`src/rtl/pwm_slew_pkg.sv`:
```
// Shared types and defaults for the rate-limited duty slew stage and its
// tick generator.
package pwm_slew_pkg;
  localparam int DUTY_W_DEF = 8;
  localparam int DIV_W_DEF  = 16;
  localparam int STEP_W     = 4;

  typedef enum logic [1:0] {
    IDLE      = 2'd0,
    RAMP_UP   = 2'd1,
    RAMP_DOWN = 2'd2
  } slew_state_e;

  // A programmed step of zero would stall a ramp forever, so it acts as one.
  function automatic logic [STEP_W-1:0] eff_step(input logic [STEP_W-1:0] s);
    return (s == '0) ? STEP_W'(1) : s;
  endfunction
endpackage

```
`src/rtl/slew_tick_gen.sv`:
```
// Programmable divider: one tick every (rate_div+1) counted cycles.
// Clear forces the count to zero; hold freezes it and masks the tick.
module slew_tick_gen #(
  parameter int DIV_W = 16
) (
  input  logic             clk,
  input  logic             rst,
  input  logic             i_clear,
  input  logic             i_hold,
  input  logic [DIV_W-1:0] i_rate_div,
  output logic             o_tick
);
  logic [DIV_W-1:0] r_cnt;
  logic             w_wrap;

  assign w_wrap = (r_cnt == i_rate_div);
  assign o_tick = w_wrap && !i_clear && !i_hold;

  always_ff @(posedge clk) begin
    if (rst || i_clear)
      r_cnt <= '0;
    else if (!i_hold)
      r_cnt <= w_wrap ? '0 : r_cnt + 1'b1;
  end
endmodule

```
`src/rtl/pwm_duty_slew.sv`:
```
// Moves the PWM duty toward the requested target in bounded steps per tick,
// for soft-start/stop; bypass passes the target straight through.
module pwm_duty_slew
  import pwm_slew_pkg::*;
#(
  parameter int DUTY_W = DUTY_W_DEF,
  parameter int DIV_W  = DIV_W_DEF
) (
  input  logic              clk,
  input  logic              rst,
  input  logic [DUTY_W-1:0] target_duty,
  input  logic [STEP_W-1:0] step,
  input  logic [DIV_W-1:0]  rate_div,
  input  logic              enable,
  input  logic              bypass,
  output logic [DUTY_W-1:0] duty_out,
  output logic              busy,
  output logic              done
);
  localparam int DW1 = DUTY_W + 1;

  slew_state_e       r_state, w_state_nxt;
  logic [DUTY_W-1:0] r_duty, w_duty_nxt;
  logic              r_done, w_done_nxt;
  logic              w_tick, w_clear, w_hold;
  logic [DW1-1:0]    w_step, w_up_gap, w_dn_gap;

  assign w_clear = bypass || (r_state == IDLE);
  assign w_hold  = !enable;

  slew_tick_gen #(.DIV_W(DIV_W)) u_tick (
    .clk       (clk),
    .rst       (rst),
    .i_clear   (w_clear),
    .i_hold    (w_hold),
    .i_rate_div(rate_div),
    .o_tick    (w_tick)
  );

  // One extra bit keeps the gap and the step sum free of wrap at either rail.
  assign w_step   = DW1'(eff_step(step));
  assign w_up_gap = {1'b0, target_duty} - {1'b0, r_duty};
  assign w_dn_gap = {1'b0, r_duty} - {1'b0, target_duty};

  always_comb begin
    w_state_nxt = r_state;
    w_duty_nxt  = r_duty;
    w_done_nxt  = 1'b0;
    if (bypass) begin
      w_state_nxt = IDLE;
      w_duty_nxt  = target_duty;
    end else if (enable) begin
      case (r_state)
        IDLE: begin
          if (target_duty > r_duty)      w_state_nxt = RAMP_UP;
          else if (target_duty < r_duty) w_state_nxt = RAMP_DOWN;
        end
        RAMP_UP: begin
          if (target_duty == r_duty) begin
            w_state_nxt = IDLE;
            w_done_nxt  = 1'b1;
          end else if (target_duty < r_duty) begin
            w_state_nxt = RAMP_DOWN;
          end else if (w_tick) begin
            if (w_up_gap <= w_step) begin
              w_duty_nxt  = target_duty;
              w_state_nxt = IDLE;
              w_done_nxt  = 1'b1;
            end else begin
              w_duty_nxt = DUTY_W'({1'b0, r_duty} + w_step);
            end
          end
        end
        RAMP_DOWN: begin
          if (target_duty == r_duty) begin
            w_state_nxt = IDLE;
            w_done_nxt  = 1'b1;
          end else if (target_duty > r_duty) begin
            w_state_nxt = RAMP_UP;
          end else if (w_tick) begin
            if (w_dn_gap <= w_step) begin
              w_duty_nxt  = target_duty;
              w_state_nxt = IDLE;
              w_done_nxt  = 1'b1;
            end else begin
              w_duty_nxt = DUTY_W'({1'b0, r_duty} - w_step);
            end
          end
        end
        default: w_state_nxt = IDLE;
      endcase
    end
  end

  always_ff @(posedge clk) begin
    if (rst) begin
      r_state <= IDLE;
      r_duty  <= '0;
      r_done  <= 1'b0;
    end else begin
      r_state <= w_state_nxt;
      r_duty  <= w_duty_nxt;
      r_done  <= w_done_nxt;
    end
  end

  assign duty_out = r_duty;
  assign busy     = (r_state != IDLE);
  assign done     = r_done;
endmodule

```
`config.mk`:
```
export PLATFORM = sky130hd
export DESIGN_NAME = pwm_duty_slew
export DESIGN_NICKNAME = d
export VERILOG_FILES = /design/src/rtl/pwm_slew_pkg.sv /design/src/rtl/slew_tick_gen.sv /design/src/rtl/pwm_duty_slew.sv
export SDC_FILE = /design/constraint.sdc
export NUM_CORES = 1
export LEC_CHECK = 0
export CORE_MARGIN = 2
export CORE_UTILIZATION = 46
export DETAILED_ROUTE_END_ITERATION = 6
export PLACE_DENSITY = 0.74
export SYNTH_ARGS = -nofsm -noshare
export SYNTH_HDL_FRONTEND = slang
export SYNTH_SLANG_ARGS = --single-unit
```
`constraint.sdc`:
```
create_clock -name clk -period 3.5 [get_ports clk]
set_clock_uncertainty 0.15 [all_clocks]
set_input_delay 0.875 -clock clk [delete_from_list [all_inputs] [get_ports clk]]
set_output_delay 0.875 -clock clk [all_outputs]
set_load 0.1 [all_outputs]
```
==> impl_metrics.toml, run 1 <==
[outcome]
status = "completed"

[floorplanning]
initial_core_util = 0.473
dieArea_um2 = 7620
io_pins = 42
fp.coreArea_um2 = 6760
die_w_um = 87.3
num_rows = 30
die_y_um = 87.3

[detailed_routing]
wl_per_cell_um = 15.7
finalWirelength_mm = 9.27
dr.pass1.iters = 4
vias = 3354
drc = 0
ant_nets = 0
viasPerCell = 5.67
drtIter0Drc = 183

[logic_synthesis]
yosys.area.top_type_share = 0.169
netlist_instances = 413
synthArstFlopShare = 0
synth_nets = 486
yosysUniqueCellTypes = 68
synth-edff-count = 0
ys_seq_area_frac = 0.169
syn-cell-area_um2 = 3190
yosys.area.top_type = "dfxtp_1"
synth_area_per_cell_um2 = 7.73
ys_ff_latch = 27
ys_warn_count = 0
synth_ff_type = "dfxtp_1"
netlist_top_cells_area = "dfxtp_1 17%, ha_1 14%, xor2_1 5.8%, nor2_1 4.7%, xnor2_1 4.7%"

[final_layout]
stdcell_count = 592
seq_area_um2 = 546
syn_to_final_growth_pct = 38.2
fillers = 588
multi_input_area_um2 = 2630
num_antenna_cells = 0
fin_nets = 586
drive_gt1_frac = 0.291

[global_route]
grt_overflow = 0
grt_max_degree = 21
first_global_vias = 3366
antenna_found_initial = 0
grt_pass1_wl_mm = 15.2
track_usage = 0.247

[worst_setup_path]
timing.rr.start = "duty_out[0]"
cp_max_fo = 5
start_kind = "input port"
path_class = "input port to flip-flop"
r2r_cells = 13
required_ns = 3.56
worstReg2RegEnd = "duty_out[0]"
cp_data_arrival_time_ns = 3.53
cp-end-kind = "flip-flop"
regToRegSetupSlack_ns = 0.19

[placement]
dp_hpwl_mm = 7.38
place_ws_ns = -0.731
place_inst = 585
place.port_buffers = 41
gp_congestion = 0.979

[power_and_ir_drop]
p_leak_nw = 1.84
intPower_mw = 0.685
p_sw_mw = 0.436
p_per_area_nw_per_um2 = 254
swShare = 0.389
p_comb_frac = 0.543
p_seq_frac = 0.295
pwr-share-clk = 0.161
vdd_drop_max_v = 0.000184

[cts]
clockBufferDepth = 2
clk_pin_slew_worst_paths_ns = 0.10
clock_latency_ns = 0.28
h-tree-depth = 1
cts_tree = "yes"
cts_made_buffers = 3
ctsHoldBuffers = 0
root_buffer = "clkbuf_8"
cts_sinks = 27

[hold_path]
hp-start = "r_state[0]"
min_path_type = "flip-flop to flip-flop"
hold-path-endpoint = "r_state[0]"
holdPathStages = 2

[timing]
slew_headroom = 0.674
fmax_mhz = 288
grt_setup_unrepaired = "yes"
min_period_over_period = 0.991
hold_violations = 0
final.setup.tns_ns = 0
fin_ws_ns = 0.0328
drv_slew = 0
setup_violations = 0
fin_crit_ns = 3.47
worst_pin_slew_ns = 0.488

[job]
maxCapViolCount = 0
-- area by class of cell --
class / instances / area share
inverter: 38 / 0.0323
clock buffer: 3 / 0.00936
sequential: 27 / 0.124
multi-input combinational: 330 / 0.596
clock inverter: 1 / 0.00113
tap: 80 / 0.0227
timing repair buffer: 113 / 0.215
-- kinds of logic (layout without fill, tap and decap cells) --
group,Yosys count,after routing,share of synthesized area
fa+ha+maj,41,41,0.170
simple gates,144,144,0.235
compound gates,102,102,0.217
flops,27,27,0.169
mux,5,5,0.0200
xor+xnor,38,38,0.104
buf+inv,56,155,0.0839
-- power groups by stage --
stage / sequential, mW / combinational [mW] / clock, mW
finish: 0.331 / 0.610 / 0.181
CTS: 0.330 / 0.554 / 0.182
floorplan: 0.375 / 0.294 / 0
global placement: 0.335 / 0.516 / 0
detailed placement: 0.335 / 0.530 / 0
global route: 0.333 / 0.657 / 0.198
-- worst max path at each step --
| stage | startpoint | to | slack, ns |
|---|---|---|---|
| 6_report | target_duty[0] | duty_out[0] | 0.03 |
| 5_1_grt | target_duty[0] | duty_out[0] | -0.06 |
| 4_1_cts | target_duty[5] | duty_out[0] | 0.01 |
| 3_5_place_dp | target_duty[1] | r_state[1] | -0.73 |
| 3_3_place_gp | target_duty[0] | duty_out[0] | -0.59 |
| 2_1_floorplan | target_duty[0] | duty_out[0] | -0.008 |
-- per-stage QoR --
step | utilization | total power [mW] | instance area (um^2) | hold slack, ns
after floorplan | - | 0.669 | 3220 | 0.318
after global placement | 0.608 | 0.851 | 4110 | 0.338
after detailed placement | 0.608 | 0.866 | 4110 | 0.353
after CTS | 0.632 | 1.07 | 4270 | 0.367
after global routing | 0.653 | 1.19 | 4410 | 0.417
final | 0.653 | 1.12 | 4410 | 0.367
-- Yosys cell counts (6+ instances only) --
cell / number
ha_1: 37
nor2b_1: 8
xnor2_1: 17
nor2_1: 40
o31ai_1: 7
xor2_1: 21
a21oi_1: 27
o21ai_0: 14
a31oi_1: 8
nand2_1: 27
or3_1: 7
nand3_1: 16
nor3_1: 6
dfxtp_1: 27
inv_1: 37
nand4_1: 10
a21o_1: 6
-- repair_timing --
item,CTS,global route
setup endpoints to repair,11,11
buffers inserted,1,2
pin swaps,13,21
gates resized for setup,32,38
-- cells in the final DEF (no fill, tap or decap), types with 6 or more instances in the layout --
cell,n
a21o_1,6
a21oi_1,18
a21oi_2,9
a31oi_1,8
buf_4,78
clkdlybuf4s50_1,24
dfxtp_1,23
ha_1,25
ha_4,10
inv_1,31
inv_2,7
nand2_1,27
nand3_1,16
nand4_1,10
nor2_1,37
nor2b_1,6
nor3_1,6
o21ai_0,9
o31ai_1,6
or3_1,7
xnor2_1,16
xor2_1,21
-- critical path, stage by stage --
cell	delay, ns
buf_8	0.10
ha_4	0.15
fa_2	0.42
xnor2_2	0.15
ha_1	0.32
nand4_1	0.08
o21ai_1	0.12
a21oi_2	0.05
a221o_1	0.29
or2_4	0.27
mux2i_4	0.24
mux2_4	0.33
a21oi_2	0.12
-- flip-flops by register name, indices dropped and copies added (netlist names) --
name,cells
r_state,2
u_tick.r_cnt,16
duty_out,8
done,1
-- metal layers --
metal  global-route usage  vias up  wire [um]
li1                     -     1661          -
met1                0.323     1576       4160
met2                0.433       96       4480
met3               0.0246       21        427
met4               0.0629        0        202
met5                    0        -          0
No activity file was read; power rests on OpenSTA's default activity.
==> run 2, diff against run 1 <==
Settings changed: PLACE_DENSITY 0.74 to 0.71, REMOVE_ABC_BUFFERS set to 1.
Clock period 3.5 ns to 3.9 ns, I/O delays scaled along.
==> impl_metrics.toml, run 2 (same netlist as run 1, synthesis figures left out) <==
[worst_setup_path]
required_ns = 3.93
start_kind = "input port"
regToRegSetupSlack_ns = 0.53
cp_max_fo = 10
timing.rr.start = "duty_out[0]"
r2r_cells = 14
worstReg2RegEnd = "duty_out[5]"
cp-end-kind = "flip-flop"
path_class = "input port to flip-flop"
cp_data_arrival_time_ns = 3.81

[hold_path]
hold-path-endpoint = "r_state[1]"
holdPathStages = 2
hp-start = "r_state[1]"
min_path_type = "flip-flop to flip-flop"

[final_layout]
fin_nets = 583
mostFrequentLayoutCell = "buf_4"
drive_gt1_frac = 0.208
syn_to_final_growth_pct = 31.4
num_antenna_cells = 0
stdcell_count = 589
final_cell_mix = "76 x buf_4, 40 x nor2_1, 36 x inv_1"
final_util = 0.621
top_register = "u_tick.r_cnt"
largest_register_ffs = 16

[cts]
clock_latency_ns = 0.27
cts_tree = "yes"
root_buffer = "clkbuf_8"
cts_sinks = 27
cts_made_buffers = 3
clockBufferDepth = 2
ctsHoldBuffers = 0
clk_pin_slew_worst_paths_ns = 0.10
h-tree-depth = 1

[placement]
place_inst = 578
dp_hpwl_mm = 7.26
gp_congestion = 0.911
place.port_buffers = 41

[power_and_ir_drop]
vdd_drop_max_v = 0.000115
p_leak_nw = 1.80
p_per_area_nw_per_um2 = 225

[floorplanning]
initial_core_util = 0.473
dieArea_um2 = 7620
io_pins = 42
die_w_um = 87.3
die_y_um = 87.3
num_rows = 30
fp.coreArea_um2 = 6760

[global_route]
grt_max_degree = 21
track_usage = 0.240
grt_pass1_wl_mm = 14.8
first_global_vias = 3131
antenna_found_initial = 0
grt_overflow = 0

[timing]
hold_violations = 0
slew_headroom = 0.348
fin_crit_ns = 3.77
drv_slew = 0
setup_violations = 0
grt_setup_unrepaired = "no"
timing.hold.ws_ns = 0.364
fmax_mhz = 265
worst_pin_slew_ns = 0.975
min_period_over_period = 0.968

[detailed_routing]
finalWirelength_mm = 9.13
viasPerCell = 5.58
drc = 0
wl_per_cell_um = 15.5
drtIter0Drc = 181
ant_nets = 0
vias = 3284
dr.pass1.iters = 4

[job]
maxCapViolCount = 0

[outcome]
status = "completed"
## run 2: changes by cell type in the layout (fill, tap and decap cells not counted), moves of 3 or more
cell and change:
nor2_1 +3, ha_4 -8, inv_2 -5, a21oi_2 -6, ha_1 +9, inv_1 +5
a21oi_1 +6, dfxtp_2 -4, clkdlybuf4s50_1 +5, nor2_2 -3, dfxtp_1 +4
## run 2: how the worst max path moves through the flow
stage                               from          end  slack [ns]  cells past startpoint
after global routing      target_duty[3]  duty_out[5]       0.007                     15
after detailed placement  target_duty[2]  duty_out[7]       -0.42                     16
final                     target_duty[3]  duty_out[5]        0.13                     15
after CTS                 target_duty[1]  duty_out[0]       0.003                     16
after global placement    target_duty[2]   r_state[1]       -0.38                     15
after floorplan              duty_out[1]  duty_out[0]       -0.14                     12
## run 2: final cells by class
| type | instances | area [um^2] |
|---|---|---|
| Timing Repair Buffer | 110 | 917 |
| Tap cell | 80 | 100 |
| Sequential cell | 27 | 541 |
| Clock buffer | 4 | 45.0 |
| Fill cell | 603 | 2560 |
| Multi-Input combinational cell | 330 | 2450 |
| Inverter | 38 | 143 |
## run 2: what timing repair did
action | in CTS | in global routing
cloned | 0 | 0
endpoints found under the setup margin | 9 | 11
pin swaps | 7 | 6
setup buffers | 3 | 4
gates resized for setup | 10 | 11
## run 2: critical path, cell delays in order
cell	delay (ns)
clkdlybuf4s50_1	0.47
inv_1	0.08
ha_4	0.33
inv_1	0.08
xnor2_2	0.14
ha_1	0.29
nand4_1	0.09
o21ai_1	0.08
a21oi_1	0.07
a221o_1	0.30
or2_4	0.26
mux2i_4	0.20
buf_6	0.15
a221oi_1	0.08
a21o_1	0.20
## run 2: metal layers
| layer | GRT usage | share of wire | vias up |
|---|---|---|---|
| met2 | 0.404 | 0.48 | 82 |
| met4 | 0.0420 | 0.015 | 0 |
| met5 | 0 | 0 | - |
| met3 | 0.0351 | 0.044 | 14 |
| li1 | - | - | 1652 |
| met1 | 0.328 | 0.46 | 1536 |
## run 2: power by group
part | leakage [nW] | switching [mW] | internal [mW]
combinational | 1.56 | 0.260 | 0.222
sequential | 0.219 | 0.0148 | 0.282
clock | 0.0228 | 0.0902 | 0.0733
total | 1.80 | 0.365 | 0.578
## run 2: through the flow
step	area, um^2	power (mW)	setup TNS, ns	setup WS (ns)
global placement	4020	0.742	-3.60	-0.379
global route	4200	1.00	0	0.00678
floorplan	3070	0.577	-0.180	-0.144
finish	4200	0.943	0	0.126
CTS	4130	0.927	0	0.00292
detailed placement	4020	0.752	-4.03	-0.424
==> run 3, diff against run 2 <==
Settings changed: CTS_CLUSTER_SIZE set to 24.
==> results of run 3 <==
Final layout, timing and power as in run 2 (identical DEF).
